## config.mk

```make
export PLATFORM = sky130hd
export DESIGN_NAME = pipe_adder
export DESIGN_NICKNAME = d
export VERILOG_FILES = /design/src/rtl/pipe_adder_pkg.sv /design/src/rtl/pipe_adder_fa_cell.sv /design/src/rtl/pipe_adder.sv
export SDC_FILE = /design/constraint.sdc
export NUM_CORES = 1
export LEC_CHECK = 0
export CORE_UTILIZATION = 47
export DETAILED_ROUTE_END_ITERATION = 8
export MAX_ROUTING_LAYER = met4
export PLACE_DENSITY = 0.82
export SLEW_MARGIN = 20
export SYNTH_ARGS = -nofsm -noshare
export SYNTH_HDL_FRONTEND = slang
export SYNTH_SLANG_ARGS = --single-unit
```

## constraint.sdc

```tcl
create_clock -name CLK -period 2.6 [get_ports CLK]
set_clock_uncertainty 0.15 [all_clocks]
set_input_delay 0.52 -clock CLK [delete_from_list [all_inputs] [get_ports CLK]]
set_output_delay 0.52 -clock CLK [all_outputs]
set_load 0.005 [all_outputs]
```

## src/rtl/pipe_adder_pkg.sv

```systemverilog
// Shared arithmetic constants and elaboration helpers for the sliced pipelined adder.
package pipe_adder_pkg;

  localparam logic MODE_ADD = 1'b0;
  localparam logic MODE_SUB = 1'b1;

  function automatic int slice_w(input int width, input int stages);
    return width / stages;
  endfunction

  function automatic bit geometry_ok(input int width, input int stages);
    return (stages >= 1) && (stages <= width) && ((width % stages) == 0);
  endfunction

endpackage

```

## src/rtl/pipe_adder_fa_cell.sv

```systemverilog
// One-bit full adder cell; chained SLICE times per pipeline stage.
module fa_cell
  import pipe_adder_pkg::*;
(
  input  logic x,
  input  logic y,
  input  logic ci,
  output logic s,
  output logic co
);

  assign s  = x ^ y ^ ci;
  assign co = (x & y) | (x & ci) | (y & ci);

endmodule

```

## src/rtl/pipe_adder.sv

```systemverilog
// Pipelined add/subtract: one WIDTH/STAGES-bit ripple slice per stage, carry
// registered between stages, valid/ready handshake with bubble collapsing.
module pipe_adder
  import pipe_adder_pkg::*;
#(
  parameter int WIDTH  = 8,
  parameter int STAGES = 2
) (
  input  logic             CLK,
  input  logic             RST,
  input  logic             IN_VALID,
  output logic             IN_READY,
  input  logic [WIDTH-1:0] A,
  input  logic [WIDTH-1:0] B,
  input  logic             CIN,
  input  logic             SUB,
  output logic             OUT_VALID,
  input  logic             OUT_READY,
  output logic [WIDTH-1:0] SUM,
  output logic             COUT,
  output logic             OVF
);

  localparam int SLICE = slice_w(WIDTH, STAGES);

  if (!geometry_ok(WIDTH, STAGES)) begin : g_bad_geometry
    $error("pipe_adder: WIDTH must be a multiple of STAGES with 1 <= STAGES <= WIDTH");
  end

  logic [STAGES-1:0] vld_d, vld_q;
  logic [STAGES-1:0] vin, adv, ld, take;
  logic              in_rdy, in_fire;

  // Stage k's source: A bits above slice k with finished sum bits below it,
  // conditioned B bits above slice k, and the carry into slice k.
  logic [WIDTH-1:0]  src_a [STAGES];
  logic [WIDTH-1:0]  src_b [STAGES];
  logic [STAGES-1:0] src_c;

  assign src_a[0] = A;
  assign src_b[0] = (SUB == MODE_ADD) ? B : ~B;
  assign src_c[0] = (SUB == MODE_SUB) ? 1'b1 : CIN;

  always_comb begin
    adv             = '0;
    ld              = '0;
    take            = '0;
    vld_d           = vld_q;
    adv[STAGES-1]   = OUT_READY;
    for (int k = STAGES - 2; k >= 0; k--) begin
      adv[k] = !vld_q[k+1] || adv[k+1];
    end
    in_rdy  = !RST && (!vld_q[0] || adv[0]);
    in_fire = IN_VALID && in_rdy;
    vin     = (vld_q << 1) | STAGES'(in_fire);
    for (int k = 0; k < STAGES; k++) begin
      ld[k]   = !vld_q[k] || adv[k];
      take[k] = ld[k] && vin[k];
      if (ld[k]) vld_d[k] = vin[k];
    end
  end

  always_ff @(posedge CLK or posedge RST) begin
    if (RST) vld_q <= '0;
    else     vld_q <= vld_d;
  end

  assign IN_READY  = in_rdy;
  assign OUT_VALID = vld_q[STAGES-1];

  for (genvar k = 0; k < STAGES; k++) begin : g_stage
    localparam int LO = k * SLICE;
    localparam int HI = LO + SLICE;

    logic [SLICE:0]   c;
    logic [SLICE-1:0] s;
    logic [WIDTH-1:0] acc_d, acc_q;
    logic             co_d, co_q;

    assign c[0] = src_c[k];

    for (genvar i = 0; i < SLICE; i++) begin : g_bit
      fa_cell u_fa (
        .x  (src_a[k][LO+i]),
        .y  (src_b[k][LO+i]),
        .ci (c[i]),
        .s  (s[i]),
        .co (c[i+1])
      );
    end

    always_comb begin
      acc_d = acc_q;
      co_d  = co_q;
      if (take[k]) begin
        acc_d            = src_a[k];
        acc_d[LO+:SLICE] = s;
        co_d             = c[SLICE];
      end
    end

    always_ff @(posedge CLK or posedge RST) begin
      if (RST) begin
        acc_q <= '0;
        co_q  <= 1'b0;
      end else begin
        acc_q <= acc_d;
        co_q  <= co_d;
      end
    end

    if (k < STAGES - 1) begin : g_fwd
      logic [WIDTH-HI-1:0] b_d, b_q;

      always_comb begin
        b_d = b_q;
        if (take[k]) b_d = src_b[k][WIDTH-1:HI];
      end

      always_ff @(posedge CLK or posedge RST) begin
        if (RST) b_q <= '0;
        else     b_q <= b_d;
      end

      assign src_a[k+1] = acc_q;
      assign src_b[k+1] = {b_q, {HI{1'b0}}};
      assign src_c[k+1] = co_q;
    end else begin : g_out
      logic ovf_d, ovf_q;

      // Carry into the MSB lives inside this last slice.
      always_comb begin
        ovf_d = ovf_q;
        if (take[k]) ovf_d = c[SLICE] ^ c[SLICE-1];
      end

      always_ff @(posedge CLK or posedge RST) begin
        if (RST) ovf_q <= 1'b0;
        else     ovf_q <= ovf_d;
      end

      assign SUM  = acc_q;
      assign COUT = co_q;
      assign OVF  = ovf_q;
    end
  end

endmodule

```

After elaboration in Yosys (flattened, before gate mapping)
Index checks and enable logic that the tools add are counted.

word-level totals
  output and inout port bits = 12
  bits in registers = 25
  logic and storage cells = 78
  input port bits = 22

operators by class
  bitwise gates (word level) = 59
  muxes and demuxes = 2
  reduce and logical (&&, ||, !) cells = 9

operator list
  cell               count
  $and 1x1->1        24
  $xor 1x1->1        17
  $or 1x1->1         16
  $mux 8             1
  $not 8->8          1
  $logic_and 1x1->1  4
  $logic_not 1->1    3
  $logic_or 1x1->1   2
  $or 2x1->2         1
  $mux 1             1

Longest topological paths before layout
Gate-level depths: netlist (run 1).

  depth after elaboration = 14
  mapped depth = 9
  depth with buffers taken out = 9

Modules after synthesis
From an unflattened synthesis (run 1), not the netlist that was laid out.

second synthesis, totals
  cells, all modules = 76
  area, all modules = 1249.9 um^2

by module, submodules not included
  module      area each (um^2)  seq. area each (um^2)  instances  cells an instance
  pipe_adder  1089.8            625.6                  1          68
  fa_cell     20.0              0.0                    8          1

Least setup slack after synthesis (run 1)
No wires, ideal clock.

  kind = input port to flip-flop
  start point = input SUB
  end point = register g_stage[0].acc_q[3]
  path buffers = 1
  data required time = 2325 ps
  library setup time = 125 ps
  slack = -275 ps
  stages = 9
  arrival = 2599 ps
  cells stage by stage = buf_2 xor2_1 fa_1 inv_1 fa_1 fa_1 inv_1 fa_1 mux2_4

on the way
  longest elaborated chain between the ends = 11
  elaborated cells on any way between the ends = 19
  classes of those cells = 2 x mux; 17 x bitwise

ends and longest elaborated chain
  item                                     line                                source
  start, declared                          pipe_adder.sv:16                    input logic SUB,
  $mux 8 / $mux 1 (equally long branches)  pipe_adder.sv:41, pipe_adder.sv:42
  $and 1x1->1                              pipe_adder_fa_cell.sv:13            assign co = (x & y) | (x & ci) | (y & ci);
  $or 1x1->1 (2 in a row)                  pipe_adder_fa_cell.sv:13
  $and 1x1->1                              pipe_adder_fa_cell.sv:13
  $or 1x1->1 (2 in a row)                  pipe_adder_fa_cell.sv:13
  $and 1x1->1                              pipe_adder_fa_cell.sv:13
  $or 1x1->1 (2 in a row)                  pipe_adder_fa_cell.sv:13
  $xor 1x1->1 *                            pipe_adder_fa_cell.sv:12            assign s = x ^ y ^ ci;
  named net g_stage[0].g_bit[3].u_fa.s     pipe_adder_fa_cell.sv:8             output logic s,
  end signal, assigned                     pipe_adder.sv:104                   acc_q <= '0;
  end signal, assigned                     pipe_adder.sv:107                   acc_q <= acc_d;
  end, declared                            pipe_adder.sv:77                    logic [WIDTH-1:0] acc_d, acc_q;

The timed path passes the listed nets; every way through them passes the cells marked *.
A chain may end at the register's enable or synchronous reset.

Worst setup path in the final report (run 1)
Same ends and word-level chain as after synthesis.

==> out/metrics.yaml, run 1 <==
status: "completed"
synth_edf_count: 0
synth_most_common_cell: "sky130_fd_sc_hd__dfrtp_1"
async_reset_ff_share_pct: 100
antenna-diode-count: 0
dr_vias_cell: 4.73
drc_errors: 0
fin_worst_hold_slack_ns: 0.370
slew_headroom_pct: 78.1
clk_pin_slew_worst_paths_ns: 0.12
synth.top_cells.by_area: "sky130_fd_sc_hd__dfrtp_1 (48%), sky130_fd_sc_hd__fa_1 (12%), sky130_fd_sc_hd__mux2_2 (9.6%)"
fin_nets: 161
power_per_cell_area_mw_per_mm2: 740
timing.critical_path.required_ns: 2.64
finalCritPeriodShare_pct: 98.3
syn_area_mm2: 0.00129
crit_path_start_kind: "input port"
critical_path.max_stage_delay_ns: 0.40
clock_sink_count: 25
dp_hpwl_um: 1610
simple_logic_cell_fraction_of_the_synthesized_area_pct: 5.61
fp.dieArea_mm2: 0.00296
detail_route.wirelength_um: 1890
routabilityCongestion: 0.722
setup.worst_path.end_class: "flop"
cts.path.max_buffers: 2
critPathArrivalTime_ns: 2.60
layout_setup_ws_ns: 0.0444
synth_top_cell_area_share_pct: 48.4
total_of_flip_flops_plus_latches_after_synthesis: 25
xor_and_xnor_fraction_of_the_mapped_netlist_area_pct: 6.10
worstSkewPairLatency_ns: 0.30
wl_per_cell_um: 11.8
yosys.cell_types.count: 19
max_cap_viol_count: 0
floorplan.initialDensity_pct: 50.8
setup_viol: 0
yosys_most_used_dff: "sky130_fd_sc_hd__dfrtp_1"
vias: 756
floorplan_core_area_mm2: 0.00254
finalHoldViolCount: 0
synth_top_family_by_area: "multiplexers"
cts.root.buffer_cell: "sky130_fd_sc_hd__clkbuf_4"
synth_mux_area_share_pct: 20.0
tritoncts_clock_tree: "built"
ys_seq_area_share_pct: 48.4
met1_length_um: 767
postSynthAreaPerCell_um2: 14.0
grt-ovfl-total: 0
highest-signal-layer: "met4"
syn-instance-count: 92
crit_path_max_fanout: 4
synth_warnings: 0
critical_path.top_delay_family: "adder cells"
cell_by_cell_listing_of_the_critical_path: "buf_2 -> xor2_2 -> fa_2 -> inv_2 -> fa_2 -> fa_2 -> inv_2 -> fa_1 -> mux2_4"
routed-wl-met3_um: 72
top_level_ports: 34
drt.antenna.violating_nets: 0
rsz0062_at_grt: "false"
die_y_um: 54.4
final.min_clock_period_ns: 2.56
cts_made_buffers: 3
most_area_hungry_cell_type_in_the_yosys_netlist: "sky130_fd_sc_hd__dfrtp_1"
clock_tree.htree_level_count: 1
synthesis.nets: 122
setup_tns_ns: 0
max_freq_mhz: 391
most_frequent_cell_on_critical_path: "sky130_fd_sc_hd__fa_2"
grt_pass1_vias: 781
irDropWorstVdd_uv: 387
first_pass_grt_wire_length_um: 3150
timing_max_transition_violations_final: 0
critPathKind: "input port to flop"
synth.cells.most_frequent: "sky130_fd_sc_hd__dfrtp_1 (25), sky130_fd_sc_hd__inv_1 (16), sky130_fd_sc_hd__mux2_2 (11)"
drt_pass1_iterations: 2
drt_first_iter_violations: 1
placement.io_buffers: 33
drive_gt1_share_pct: 26.2
fp.dieW_um: 54.4
synth-adder-area-share_pct: 12.4
max_slew.worst_pin.slew_ns: 0.328
wl_met2_um: 1020
post_synthesis_compound_gate_area_fraction_pct: 0.871
critPathSlowestCell: "sky130_fd_sc_hd__fa_2"
gr-usage-all-layers_pct: 15.9
placement_rows: 18
pre_cts_ws_ns: -0.673
cp.buffers_inverters: 3
antenna_found_initial: 0
buffers_inserted_during_post_cts_setup_optimization: 0
cellLeakagePower_uw: 0.000807
timing.hold.worst.class: "flop to flop"
grt_start_max_net_pins: 27
synthToLayoutAreaGrowth_pct: 30.8
filler_cell_count: 201
## worst register-to-register path, delay by kind of cell, from the launching register on
family                     cells  cell delay, ns
adders and majority gates      4            1.19
DFF                            1            0.37
muxes                          1            0.25
xor gates and xnor gates       1            0.14
buffers and inverters          3            0.19
## layer usage
metal  track usage (%)  up-vias
li1                  -      363
met1              16.9      369
met2              29.7       22
met3              1.67        2
met4              6.41        0
met5                 -        -
## power breakdown
| group | switching, uW | total [uW] | internal (uW) |
|---|---|---|---|
| logic | 168 | 497 | 329 |
| clock network | 99.1 | 159 | 59.6 |
| registers | 74.2 | 595 | 521 |
| total | 341 | 1250 | 910 |
## through the flow
stage                     instance area, um^2  util [%]  instances  power, uW
after floorplan                          1320         -         92        856
after CTS                                1690      66.4        160       1270
after global routing                     1690      66.4        160       1350
final                                    1690      66.4        160       1250
after detailed placement                 1670      65.7        156       1120
after global placement                   1670      65.7        156       1090
## placed cells by master (no fill, tap or decap), drive strengths merged
cell | Yosys | final
fa | 8 | 8
clkdlybuf4s15 | 0 | 1
mux2 | 16 | 16
nand3 | 1 | 1
nand2b | 2 | 2
mux2i | 6 | 6
a21oi | 1 | 1
inv | 16 | 16
clkdlybuf4s50 | 0 | 29
xnor2 | 5 | 5
or2 | 1 | 1
clkbuf | 0 | 4
buf | 2 | 5
dlygate4sd2 | 0 | 1
xor2 | 4 | 4
a31oi | 1 | 1
and2 | 1 | 1
nand2 | 2 | 2
nand3b | 1 | 1
dfrtp | 25 | 25
## kinds of logic after synthesis
group / after synthesis
xor+xnor: 9
fa+ha+maj: 8
mux: 22
simple gates: 8
flops: 25
buf+inv: 18
compound gates: 2
## final cells by class
cell class | instances | area, um^2 | share of cell area, %
timing repair buffer | 36 | 342 | 20.2
inverter | 16 | 60.1 | 3.55
multi-input combinational | 49 | 599 | 35.5
clock buffer | 4 | 26.3 | 1.55
sequential | 25 | 626 | 37.0
tap | 30 | 37.5 | 2.22
## final timing paths
kind	startpoint	to	slack [ns]	cells after the start
setup / recovery	SUB	g_stage[0].acc_q[3]$_DFFE_PP0P_	0.04	9
hold reg to reg	g_stage[0].acc_q[7]$_DFFE_PP0P_	g_stage[0].acc_q[7]$_DFFE_PP0P_	0.37	1
max in group asynchronous	RST	g_stage[0].co_q$_DFFE_PP0P_	1.62	3
hold / removal	g_stage[0].acc_q[7]$_DFFE_PP0P_	g_stage[0].acc_q[7]$_DFFE_PP0P_	0.37	1
setup reg to reg	g_stage[0].co_q$_DFFE_PP0P_	OVF$_DFFE_PP0P_	0.22	9
min in group asynchronous	RST	vld_q[1]$_DFFE_PP0P_	0.44	3
## registers in the layout, indices dropped and copies added (netlist names)
signal and cells:
vld_q 2, g_stage.acc_q 8, COUT 1, g_stage.g_fwd.b_q 4, OVF 1, SUM 8
g_stage.co_q 1
## what timing repair did
item	in CTS	in global routing
gates resized for setup	13	0
hold buffers	0	0
setup endpoints to repair	2	0
No activity file was read; power rests on OpenSTA's default activity.
==> inputs of run 2 (changes only) <==
--- a/config.mk
+++ b/config.mk
@@ -9,6 +9,7 @@
 export DETAILED_ROUTE_END_ITERATION = 8
 export MAX_ROUTING_LAYER = met4
 export PLACE_DENSITY = 0.82
+export REMOVE_ABC_BUFFERS = 1
 export SLEW_MARGIN = 20
 export SYNTH_ARGS = -nofsm -noshare
 export SYNTH_HDL_FRONTEND = slang
==> run 2 against run 1 <==
Sequential cell count did not move. Die area did not move. Global-route usage rose by 2.6 points. Non-clock buffer count fell by 1.
==> out/metrics.yaml, run 2 (synthesis results as in run 1) <==
clock_sink_count: 25  # unchanged
slew_headroom_pct: 77.5  # -0.60 points
vias: 766  # +1.3%
setup.worst_path.end_class: "flop"
irDropWorstVdd_uv: 543  # +40%
timing_max_transition_violations_final: 0  # unchanged
power_per_cell_area_mw_per_mm2: 761  # +2.9%
regToRegSetupSlack_ns: 0.17  # -0.05 ns
final_core_util_pct: 65.8  # -0.59 points
reg2reg_from: "g_stage[0].co_q$_DFFE_PP0P_"
final_cell_mix: "sky130_fd_sc_hd__clkdlybuf4s50_1 (29), sky130_fd_sc_hd__dfrtp_1 (25), sky130_fd_sc_hd__inv_1 (14), sky130_fd_sc_hd__mux2_2 (11), sky130_fd_sc_hd__mux2i_1 (6)"
routabilityCongestion: 0.691  # -4.3%
critPathKind: "input port to flop"
cts_made_buffers: 3  # unchanged
max_slew.worst_pin.slew_ns: 0.337  # +0.00904 ns
placement_rows: 18  # unchanged
drt_first_iter_violations: 1  # unchanged
final.min_clock_period_ns: 2.57  # +0.00984 ns
drive_gt1_share_pct: 25.6  # -0.57 points
critPathSlowestCell: "sky130_fd_sc_hd__fa_1"
placement.io_buffers: 33  # unchanged
critPathArrivalTime_ns: 2.63  # +0.03 ns
cellLeakagePower_uw: 0.000805  # -0.33%
most_frequent_cell_on_critical_path: "sky130_fd_sc_hd__fa_2"
critical_path.startpoint: "CIN"
clk_pin_slew_worst_paths_ns: 0.14  # +0.02 ns
cts.root.buffer_cell: "sky130_fd_sc_hd__clkbuf_4"
fp.dieW_um: 54.4  # unchanged
finalCritPeriodShare_pct: 98.7  # +0.38 points
timing.hold.worst.class: "flop to flop"
timing.critical_path.depth: 9  # unchanged
critical_path.max_stage_delay_ns: 0.48  # +0.08 ns
timing.critical_path.required_ns: 2.66  # +0.02 ns
holdBufCountCts: 0  # unchanged
floorplan.initialDensity_pct: 50.8  # unchanged
dr_vias_cell: 4.82  # +2.0%
die_y_um: 54.4  # unchanged
fp.dieArea_mm2: 0.00296  # unchanged
floorplan_core_area_mm2: 0.00254  # unchanged
cts.path.max_buffers: 2  # unchanged
fin_nets: 160  # -0.62%
dp_hpwl_um: 1770  # +9.8%
status: "completed"
drt.antenna.violating_nets: 0  # unchanged
synthToLayoutAreaGrowth_pct: 29.6
cp.buffers_inverters: 3  # unchanged
rsz0062_at_grt: "false"
hold_path.startpoint: "OVF$_DFFE_PP0P_"
antenna-diode-count: 0  # unchanged
cell_by_cell_listing_of_the_critical_path: "dlygate4sd2_1 -> or2_4 -> fa_2 -> inv_2 -> fa_2 -> fa_2 -> inv_2 -> fa_1 -> mux2_4"
max_cap_viol_count: 0  # unchanged
crit_path_start_kind: "input port"
filler_cell_count: 199  # -1.0%
pre_cts_ws_ns: -0.746  # -0.0734 ns
commonest_non_fill_non_tap_cell_in_the_layout: "sky130_fd_sc_hd__clkdlybuf4s50_1"
grt_pass1_vias: 799  # +2.3%
first_pass_grt_wire_length_um: 3600  # +14%
antenna_found_initial: 0  # unchanged
grt_start_max_net_pins: 27  # unchanged
gr-usage-all-layers_pct: 18.5  # +2.6 points
drc_errors: 0  # unchanged
tritoncts_clock_tree: "built"
worstReg2RegEnd: "OVF$_DFFE_PP0P_"
buffers_inserted_during_post_cts_setup_optimization: 0  # unchanged
clock_tree.htree_level_count: 1  # unchanged
crit_end: "g_stage[0].acc_q[3]$_DFFE_PP0P_"
max_freq_mhz: 390  # -0.38%
finalHoldViolCount: 0  # unchanged
layout_setup_ws_ns: 0.0345  # -0.00984 ns
drt_pass1_iterations: 3  # +1
detail_route.wirelength_um: 2270  # +20%
wl_per_cell_um: 14.3  # +21%
crit_path_max_fanout: 1  # -3
setup_viol: 0  # unchanged
worstSkewPairLatency_ns: 0.31  # about the same
grt-ovfl-total: 0  # unchanged
worst_r2r_path_depth: 9  # unchanged
critical_path.top_delay_family: "adder cells"
top_level_ports: 34  # unchanged
==> run 2: cell type report <==
cell class | instances | area (um^2) | area share, %
sequential | 25 | 626 | 37.3
timing repair buffer | 35 | 333 | 19.9
inverter | 16 | 60.1 | 3.58
tap | 30 | 37.5 | 2.24
clock inverter | 1 | 5.00 | 0.299
multi-input combinational | 49 | 592 | 35.3
clock buffer | 3 | 22.5 | 1.34
==> run 2: layer usage <==
metal / track usage, % / vias to the layer above / wire length [um]
met2: 33.1 / 27 / 1230
met4: 6.41 / 0 / 19
met1: 21.1 / 375 / 901
li1: - / 362 / -
met5: - / - / 0
met3: 2.50 / 2 / 119
==> run 2: repair_timing <==
item / CTS / global route
endpoints found under the setup margin: 2 / 1
resized for setup: 15 / 0
pin swaps: 6 / 2
==> run 2: how the worst min path moves through the flow <==
stage,to,slack [ns],depth (start not counted)
3_5_place_dp,SUM[0]$_DFFE_PP0P_,0.34,1
5_1_grt,OVF$_DFFE_PP0P_,0.39,1
6_report,OVF$_DFFE_PP0P_,0.37,1
3_3_place_gp,SUM[0]$_DFFE_PP0P_,0.34,1
2_1_floorplan,g_stage[0].acc_q[0]$_DFFE_PP0P_,0.33,1
4_1_cts,SUM[0]$_DFFE_PP0P_,0.37,1
==> run 2: power by group <==
| part | internal (uW) | switching, uW | total [uW] |
|---|---|---|---|
| logic | 331 | 178 | 509 |
| registers | 521 | 73.6 | 594 |
| clock network | 57.5 | 115 | 172 |
==> run 2: per-stage QoR <==
step	hold slack [ns]	instances	TNS (ns)	area, um^2	power (uW)
global placement	0.339	155	-1.07	1650	1080
finish	0.371	159	0	1680	1280
CTS	0.373	159	0	1680	1290
floorplan	0.327	90	-0.0431	1270	844
global route	0.385	159	0	1680	1380
detailed placement	0.342	155	-1.40	1650	1120
==> inputs of run 3 (changes only) <==
--- a/config.mk
+++ b/config.mk
@@ -5,10 +5,13 @@
 export SDC_FILE = /design/constraint.sdc
 export NUM_CORES = 1
 export LEC_CHECK = 0
-export CORE_UTILIZATION = 47
+export CELL_PAD_IN_SITES_DETAIL_PLACEMENT = 0
+export CELL_PAD_IN_SITES_GLOBAL_PLACEMENT = 1
+export CORE_UTILIZATION = 40
+export CTS_BUF_LIST = sky130_fd_sc_hd__clkbuf_4
 export DETAILED_ROUTE_END_ITERATION = 8
 export MAX_ROUTING_LAYER = met4
-export PLACE_DENSITY = 0.82
+export PLACE_DENSITY = 0.86
 export REMOVE_ABC_BUFFERS = 1
 export SLEW_MARGIN = 20
 export SYNTH_ARGS = -nofsm -noshare
==> run 3 against run 2 <==
Sequential power about the same. Routed wire length decreased by 15%. Sequential share of layout area fell by 0.60 points. Count of clock-buffer cells in the layout unchanged. Clock power hardly changed.
==> out/metrics.yaml, run 3 (synthesis results as in run 1) <==
post-route-cell-area_mm2: 0.00170  # +1.6%
placement_rows: 20  # +2
cp.buffers_inverters: 3  # unchanged
dr_vias_cell: 4.48  # -7.0%
antenna_found_initial: 0  # unchanged
setup_viol: 0  # unchanged
cts.path.max_buffers: 2  # unchanged
irDropWorstVdd_uv: 248  # -54%
drt.antenna.violating_nets: 0  # unchanged
antenna-diode-count: 0  # unchanged
critical_path.max_stage_delay_ns: 0.39  # -0.09 ns
critPathKind: "input port to flop"
cell_by_cell_listing_of_the_critical_path: "buf_2 -> xor2_2 -> fa_2 -> inv_2 -> fa_2 -> fa_2 -> inv_2 -> fa_1 -> mux2_4"
max_slew.worst_pin.slew_ns: 0.334  # -0.00387 ns
power_per_cell_area_mw_per_mm2: 737  # -3.2%
setup.worst_path.end_class: "flop"
placement.io_buffers: 33  # unchanged
tritoncts_clock_tree: "built"
detail_route.wirelength_um: 1940  # -15%
fin_worst_hold_slack_ns: 0.370  # -0.000973 ns
drt_first_iter_violations: 15  # +14
hold_path.startpoint: "SUM[0]$_DFFE_PP0P_"
final.min_clock_period_ns: 2.46  # -0.108 ns
worstSkewPairLatency_ns: 0.31  # about the same
holdBufCountCts: 0  # unchanged
critical_path.top_delay_family: "adder cells"
crit_path_start_kind: "input port"
grt_pass1_vias: 777  # -2.8%
rsz0062_at_grt: "false"
drc_errors: 0  # unchanged
most_frequent_cell_on_critical_path: "sky130_fd_sc_hd__fa_2"
filler_cell_count: 280  # +41%
top_level_ports: 34  # unchanged
final_cell_mix: "sky130_fd_sc_hd__clkdlybuf4s50_1 (29), sky130_fd_sc_hd__dfrtp_1 (25), sky130_fd_sc_hd__inv_1 (14), sky130_fd_sc_hd__mux2_2 (11), sky130_fd_sc_hd__mux2i_1 (6)"
placed_cell_area_mm2: 0.00167  # +1.1%
status: "completed"
max_freq_mhz: 407  # +4.4%
clock_sink_count: 25  # unchanged
die_y_um: 58.8  # +8.1%
routabilityCongestion: 0.651  # -5.8%
timing_max_transition_violations_final: 0  # unchanged
dp_hpwl_um: 1530  # -13%
first_pass_grt_wire_length_um: 3280  # -9.0%
clock_tree.htree_level_count: 1  # unchanged
finalHoldViolCount: 0  # unchanged
drive_gt1_share_pct: 26.4  # +0.78 points
slew_headroom_pct: 77.8  # +0.26 points
commonest_non_fill_non_tap_cell_in_the_layout: "sky130_fd_sc_hd__clkdlybuf4s50_1"
fin_nets: 160  # unchanged
wl_per_cell_um: 11.2  # -22%
critical_path.startpoint: "SUB"
fp.dieW_um: 58.8  # +8.1%
synthToLayoutAreaGrowth_pct: 31.8
floorplan.initialDensity_pct: 42.3  # -8.5 points
final_core_util_pct: 55.8  # -10 points
clk_pin_slew_worst_paths_ns: 0.13  # about the same
crit_path_max_fanout: 3  # +2
floorplan_core_area_mm2: 0.00305  # +20%
timing.hold.worst.class: "flop to flop"
vias: 775  # +1.2%
cts.root.buffer_cell: "sky130_fd_sc_hd__clkbuf_4"
critPathArrivalTime_ns: 2.52  # -0.11 ns
finalCritPeriodShare_pct: 94.5  # -4.2 points
critPathSlowestCell: "sky130_fd_sc_hd__fa_1"
reg2reg_from: "g_stage[0].co_q$_DFFE_PP0P_"
cts_made_buffers: 3  # unchanged
gr-usage-all-layers_pct: 13.2  # -5.3 points
fp.dieArea_mm2: 0.00346  # +17%
cellLeakagePower_uw: 0.000802  # -0.29%
drt_pass1_iterations: 3  # unchanged
grt_start_max_net_pins: 27  # unchanged
setup_tns_ns: 0  # unchanged
max_cap_viol_count: 0  # unchanged
buffers_inserted_during_post_cts_setup_optimization: 0  # unchanged
timing.critical_path.required_ns: 2.66  # about the same
grt-ovfl-total: 0  # unchanged
==> run 3: changes by cell type in the layout (fill, tap and decap cells not counted) <==
cell	change
sky130_fd_sc_hd__buf_2	-1
sky130_fd_sc_hd__clkbuf_2	+1
sky130_fd_sc_hd__clkinv_2	-1
sky130_fd_sc_hd__clkinvlp_4	+1
sky130_fd_sc_hd__xor2_1	-1
sky130_fd_sc_hd__xor2_2	+1
==> run 3: path summary, 6_finish.rpt <==
path / cells after the start / slack [ns] / endpoint
hold reg to reg: 1 / 0.37 / SUM[0]$_DFFE_PP0P_
setup reg to reg: 9 / 0.19 / OVF$_DFFE_PP0P_
hold / removal: 1 / 0.37 / SUM[0]$_DFFE_PP0P_
max in group asynchronous: 3 / 1.61 / SUM[2]$_DFFE_PP0P_
min in group asynchronous: 3 / 0.44 / SUM[5]$_DFFE_PP0P_
setup / recovery: 9 / 0.14 / g_stage[0].acc_q[3]$_DFFE_PP0P_
==> run 3: repair_timing <==
action                                  in CTS  in global routing
resized for setup                           13                  3
endpoints found under the setup margin       2                  1
hold endpoints to repair                     0                  0
pin swaps                                    6                  4
==> run 3: metal layers <==
layer / vias to the layer above / global-route usage, % / part of all wire [%]
li1: 361 / - / -
met1: 383 / 14.2 / 40
met2: 28 / 24.4 / 52
met3: 3 / 2.64 / 6.8
met4: 0 / 4.08 / 0.78
met5: - / - / 0
==> run 3: cell type report <==
type	count	area [um^2]	area share [%]
flip-flops and latches	25	626	36.7
well taps	44	55.1	3.23
inverters	16	60.1	3.53
clock buffers	3	22.5	1.32
multi-input cells	49	599	35.2
clock inverters	1	7.51	0.441
repair buffers	35	333	19.5
==> run 3: power by group <==
part	switching [uW]	internal [uW]
sequential	70.6	521
combinational	169	324
clock	112	58.7
==> run 3: worst register-to-register path: cells and delay by family (launching register included) <==
kind	cells	cell delay [ns]
xor gates and xnor gates	1	0.15
adders and majority gates	4	1.20
buffers and inverters	3	0.19
DFF	1	0.36
muxes	1	0.26
==> run 3: per-stage QoR <==
stage | power [uW] | instances | setup WS, ns
6_report | 1250 | 173 | 0.143
5_1_grt | 1340 | 173 | 0.0696
4_1_cts | 1280 | 173 | 0.00474
2_1_floorplan | 844 | 90 | -0.0431
3_5_place_dp | 1100 | 169 | -0.655
3_3_place_gp | 1080 | 169 | -0.604
==> variant 1, RTL diff (flow settings as in run 3) <==
The parameter `STAGES` goes from 2 to 1.
--- a/src/rtl/pipe_adder.sv
+++ b/src/rtl/pipe_adder.sv
@@ -4,7 +4,7 @@
   import pipe_adder_pkg::*;
 #(
   parameter int WIDTH  = 8,
-  parameter int STAGES = 2
+  parameter int STAGES = 1
 ) (
   input  logic             CLK,
   input  logic             RST,
Check against the original RTL: not equivalent (a bounded check fails within 4 cycles, from zero or initial values and one cycle with RST high).
==> variant 1 against run 3 <==
- the flow now finishes with violations (negative setup slack)
- final area shrank 31%
- first-iteration DRC count is 80% lower
- critical endpoint is now SUM[7]
- largest cell class is now multi-input gates
- non-clock buffer count rose by 2
- sequential power down 55%
- sequential cell count down 14
- wire length shrank 30%
- clock power fell by 32%
- die area shrank 41%
- via count down 34%
- total power down 42%
- setup slack got worse by 1300 ps
- synthesized area decreased by 42%
- hold slack got worse by 4.4 ps
- core utilization grew 13 points
==> variant 1: results (changes against run 3) <==
* First-pass GRT wire length at 2260 um (was 3280 um)
* Final WL at 1360 um (was 1940 um)
* Area fraction in compound gates after synthesis at 0% (was 0.871%)
* Final TNS setup at -3690 ps (was 0 ps)
* Vias in the first global route at 510 (was 777)
* Largest net degree at the start of global routing at 12 (was 27)
* GP Congestion at 0.723 (was 0.651)
* Layout fillers at 151 (was 280)
* Placed Instances at 118 (was 169)
* Adder-cell share of the synthesized area at 21.5% (was 12.4%)
* Area delta synth->final at 58.9% (was 31.8%)
* Sequential share of the synthesized area at 37.0% (was 48.4%)
* Layout cells sized above 1 at 32.0% (was 26.4%)
* Setup Fix Bufs, Post-CTS at 0 (unchanged)
* Top-count cell post-synth: inv_1 (was dfrtp_1)
* WL met2 at 663 um (was 1000 um)
* Met3 usage at 2.80% (was 2.64%)
* Peak VDD IR at 370 uV (was 248 uV)
* Failing checks: negative setup slack
* HP Class: flop to flop (unchanged)
* Final Worst Setup Slack at -1110 ps (was 143 ps)
* DR iter-0 viols at 3 (was 15)
* Slowest cell on the critical path: clkdlybuf4s50_1 (was fa_1)
* Final Setup Violations at 5 (was 0)
* Unique masters post-synth at 14 (was 19)
* Vias/cell at 4.20 (was 4.48)
* Synth top cells by count: inv_1, dfrtp_1, fa_1 (was dfrtp_1, inv_1, mux2_2)
* Comb pwr share at 46.9% (was 39.3%)
* Met2 Use GR at 24.9% (was 24.4%)
* Gr usage total at 16.7% (was 13.2%)
* Critical path peak fanout at 2 (was 3)
* Later-pin clock latency in the skew report at 270 ps (was 310 ps)
* Seq pwr at 268 uW (was 591 uW)
* Met1 GRT Util at 21.5% (was 14.2%)
* # resized after CTS at 29 (was 13)
* Max incr delay on CP at 490 ps (was 390 ps)
* Hpwl dp at 1070 um (was 1530 um)
* Status: finished, violations left (was completed)
* Post-Synth XOR/XNOR Area at 10.6% (was 6.10%)
* Mapped Cells at 58 (was 92)
* Leak Pwr at 0.000520 uW (was 0.000802 uW)
* DRT met1 WL at 598 um (was 782 um)
* Nets@finish at 128 (was 160)
-- variant 1: cell count changes after synthesis, moves of 2 or more --
cell / change
inv_1: -3
mux2_2: -10
dfrtp_1: -14
nand2b_1: -2
-- variant 1: final cells by class --
class,count,area share (%)
Tap cell,25,2.65
Inverter,13,4.13
Timing Repair Buffer,37,30.5
Clock buffer,3,1.91
Multi-Input combinational cell,32,37.1
Sequential cell,11,23.3
Clock inverter,1,0.424
-- variant 1: path summary, 6_finish.rpt --
| check | startpoint | end | slack [ps] | depth (start not counted) |
|---|---|---|---|---|
| setup / recovery | A[1] | SUM[7] | -1110 | 11 |
| hold / removal | SUM[0] | SUM[0] | 370 | 1 |
| setup reg to reg | OUT_VALID | OVF | 1070 | 4 |
| hold reg to reg | SUM[0] | SUM[0] | 370 | 1 |
| max in group asynchronous | RST | SUM[2] | 1520 | 2 |
| min in group asynchronous | RST | SUM[7] | 480 | 2 |
==> variant 2, RTL diff (flow settings as in run 3) <==
Without the edit above. Register the output `OVF` once more, with the module's reset; this adds one clock of latency there. The other outputs are not delayed to match.
--- a/src/rtl/pipe_adder.sv
+++ b/src/rtl/pipe_adder.sv
@@ -22,6 +22,8 @@
 );
 
   localparam int SLICE = slice_w(WIDTH, STAGES);
+
+  logic OVF_d;
 
   if (!geometry_ok(WIDTH, STAGES)) begin : g_bad_geometry
     $error("pipe_adder: WIDTH must be a multiple of STAGES with 1 <= STAGES <= WIDTH");
@@ -141,7 +143,15 @@
 
       assign SUM  = acc_q;
       assign COUT = co_q;
-      assign OVF  = ovf_q;
+      assign OVF_d = ovf_q;
+    end
+  end
+
+  always_ff @(posedge CLK or posedge RST) begin
+    if (RST) begin
+      OVF <= '0;
+    end else begin
+      OVF <= OVF_d;
     end
   end
 
Check against the original RTL: not equivalent (a bounded check fails within 4 cycles, from zero or initial values and one cycle with RST high).
==> variant 2 against run 3 <==
- sequential share of layout area grew 0.89 points
- total power rose by 2.3%
- setup slack worse by 86 ps
- register-to-register slack got worse by 30 ps
- non-clock buffer count did not move
- fmax shrank 3.4%
- core utilization up 0.40 points
- synthesized area rose by 1.9%
- critical path depth is the same
- wire length rose by 8.4%
- final area rose by 1.5%
- sequential cell count increased by 1
- largest cell class unchanged
- largest power group unchanged
==> variant 2: results (changes against run 3) <==
* Pwr Density at 742 nW/um^2 (was 737 nW/um^2)
* DR iter-0 viols at 20 (was 15)
* Invs w/o clock at 16 (unchanged)
* Arr. time, crit path at 2600 ps (was 2520 ps)
* Multi-input gate share of total cell area at 34.7% (was 35.2%)
* Comb pwr at 498 uW (was 493 uW)
* Post-DP Area at 1690 um^2 (was 1670 um^2)
* Top post-synthesis cells by area: dfrtp_1, fa_1, mux2_2 (unchanged)
* Critical path origin: B[0] (was SUB)
* Min Tclk post-route at 2540 ps (was 2460 ps)
* Nets@finish at 161 (was 160)
* Crit Reg-Reg Endpoint: OVF_d (was OVF)
* Min-delay src: OVF_d (was SUM[0])
* Layout clock buffer count at 3 (unchanged)
* Clock Tree Buf Depth at 2 (unchanged)
* Core Area at 3080 um^2 (was 3050 um^2)
* First-pass GRT wire length at 3550 um (was 3280 um)
* Peak VDD IR at 319 uV (was 248 uV)
* Hpwl dp at 1610 um (was 1530 um)
* Mapped Cells at 93 (was 92)
* Reg2reg start: g_stage[0].co_q (unchanged)
* Routed length per instance at 12.1 um (was 11.2 um)
* Post-route insts no fill at 174 (was 173)
* # clock sinks at 26 (was 25)
* # resized after CTS at 14 (was 13)
* Reg clk slew, reported paths at 130 ps (about the same)
* Worst hold stages at 0 (was 1)
* Clk pwr share at 13.0% (was 13.6%)
* Net Sw Frac at 27.7% (was 28.0%)
* Flip-flop and latch area at 651 um^2 (was 626 um^2)
* Largest net degree at the start of global routing at 28 (was 27)
* Sequential share of the synthesized area at 49.4% (was 48.4%)
* Layout fillers at 271 (was 280)
* Hold endpoint: OVF (was SUM[0])
* Vias/cell at 4.51 (was 4.48)
* GP Congestion at 0.686 (was 0.651)
* Layout non-clock buf frac at 19.5% (about the same)
* Worst hold slack at 239 ps (was 370 ps)
* Leak Pwr at 0.000816 uW (was 0.000802 uW)
* Final clock-cell share at 1.52% (was 1.76%)
* Gr usage total at 14.4% (was 13.2%)
* Dpl ws at -663 ps (was -655 ps)
* Synth top cells by count: dfrtp_1, inv_1, mux2_2 (unchanged)
* Status: completed (unchanged)
* Critical path peak fanout at 1 (was 3)
* R2R setup slack at 160 ps (was 190 ps)
* Vias in the first global route at 794 (was 777)
* Relative slew slack at 76.9% (was 77.8%)
## variant 2: cell count changes after synthesis
| cell | delta |
|---|---|
| dfrtp_1 | +1 |
## variant 2: cells by family (layout without fill, tap and decap cells)
logic type	Yosys count	count (layout)	synth area share (%)
AOI/OAI and AO/OA	2	2	0.855
buffers and inverters	18	55	6.46
DFF	26	26	49.4
muxes	22	22	19.7
xor gates and xnor gates	9	9	5.98
adders and majority gates	8	8	12.2
and+or+nand+nor	8	8	5.51
## variant 2: routing by layer
| layer | global-route usage (%) | routed length, um | up-vias |
|---|---|---|---|
| met5 | - | 0 | - |
| met1 | 17.7 | 872 | 390 |
| met3 | 2.18 | 89 | 2 |
| met2 | 23.1 | 1110 | 26 |
| met4 | 7.14 | 27 | 0 |
| li1 | - | - | 366 |
## variant 2: worst max-delay path: stages
cell and delay, ps:
clkdlybuf4s15_1 210, xor2_2 180, fa_2 220, inv_2 40, fa_2 380, fa_2 340
inv_2 70, fa_1 380, mux2_4 270
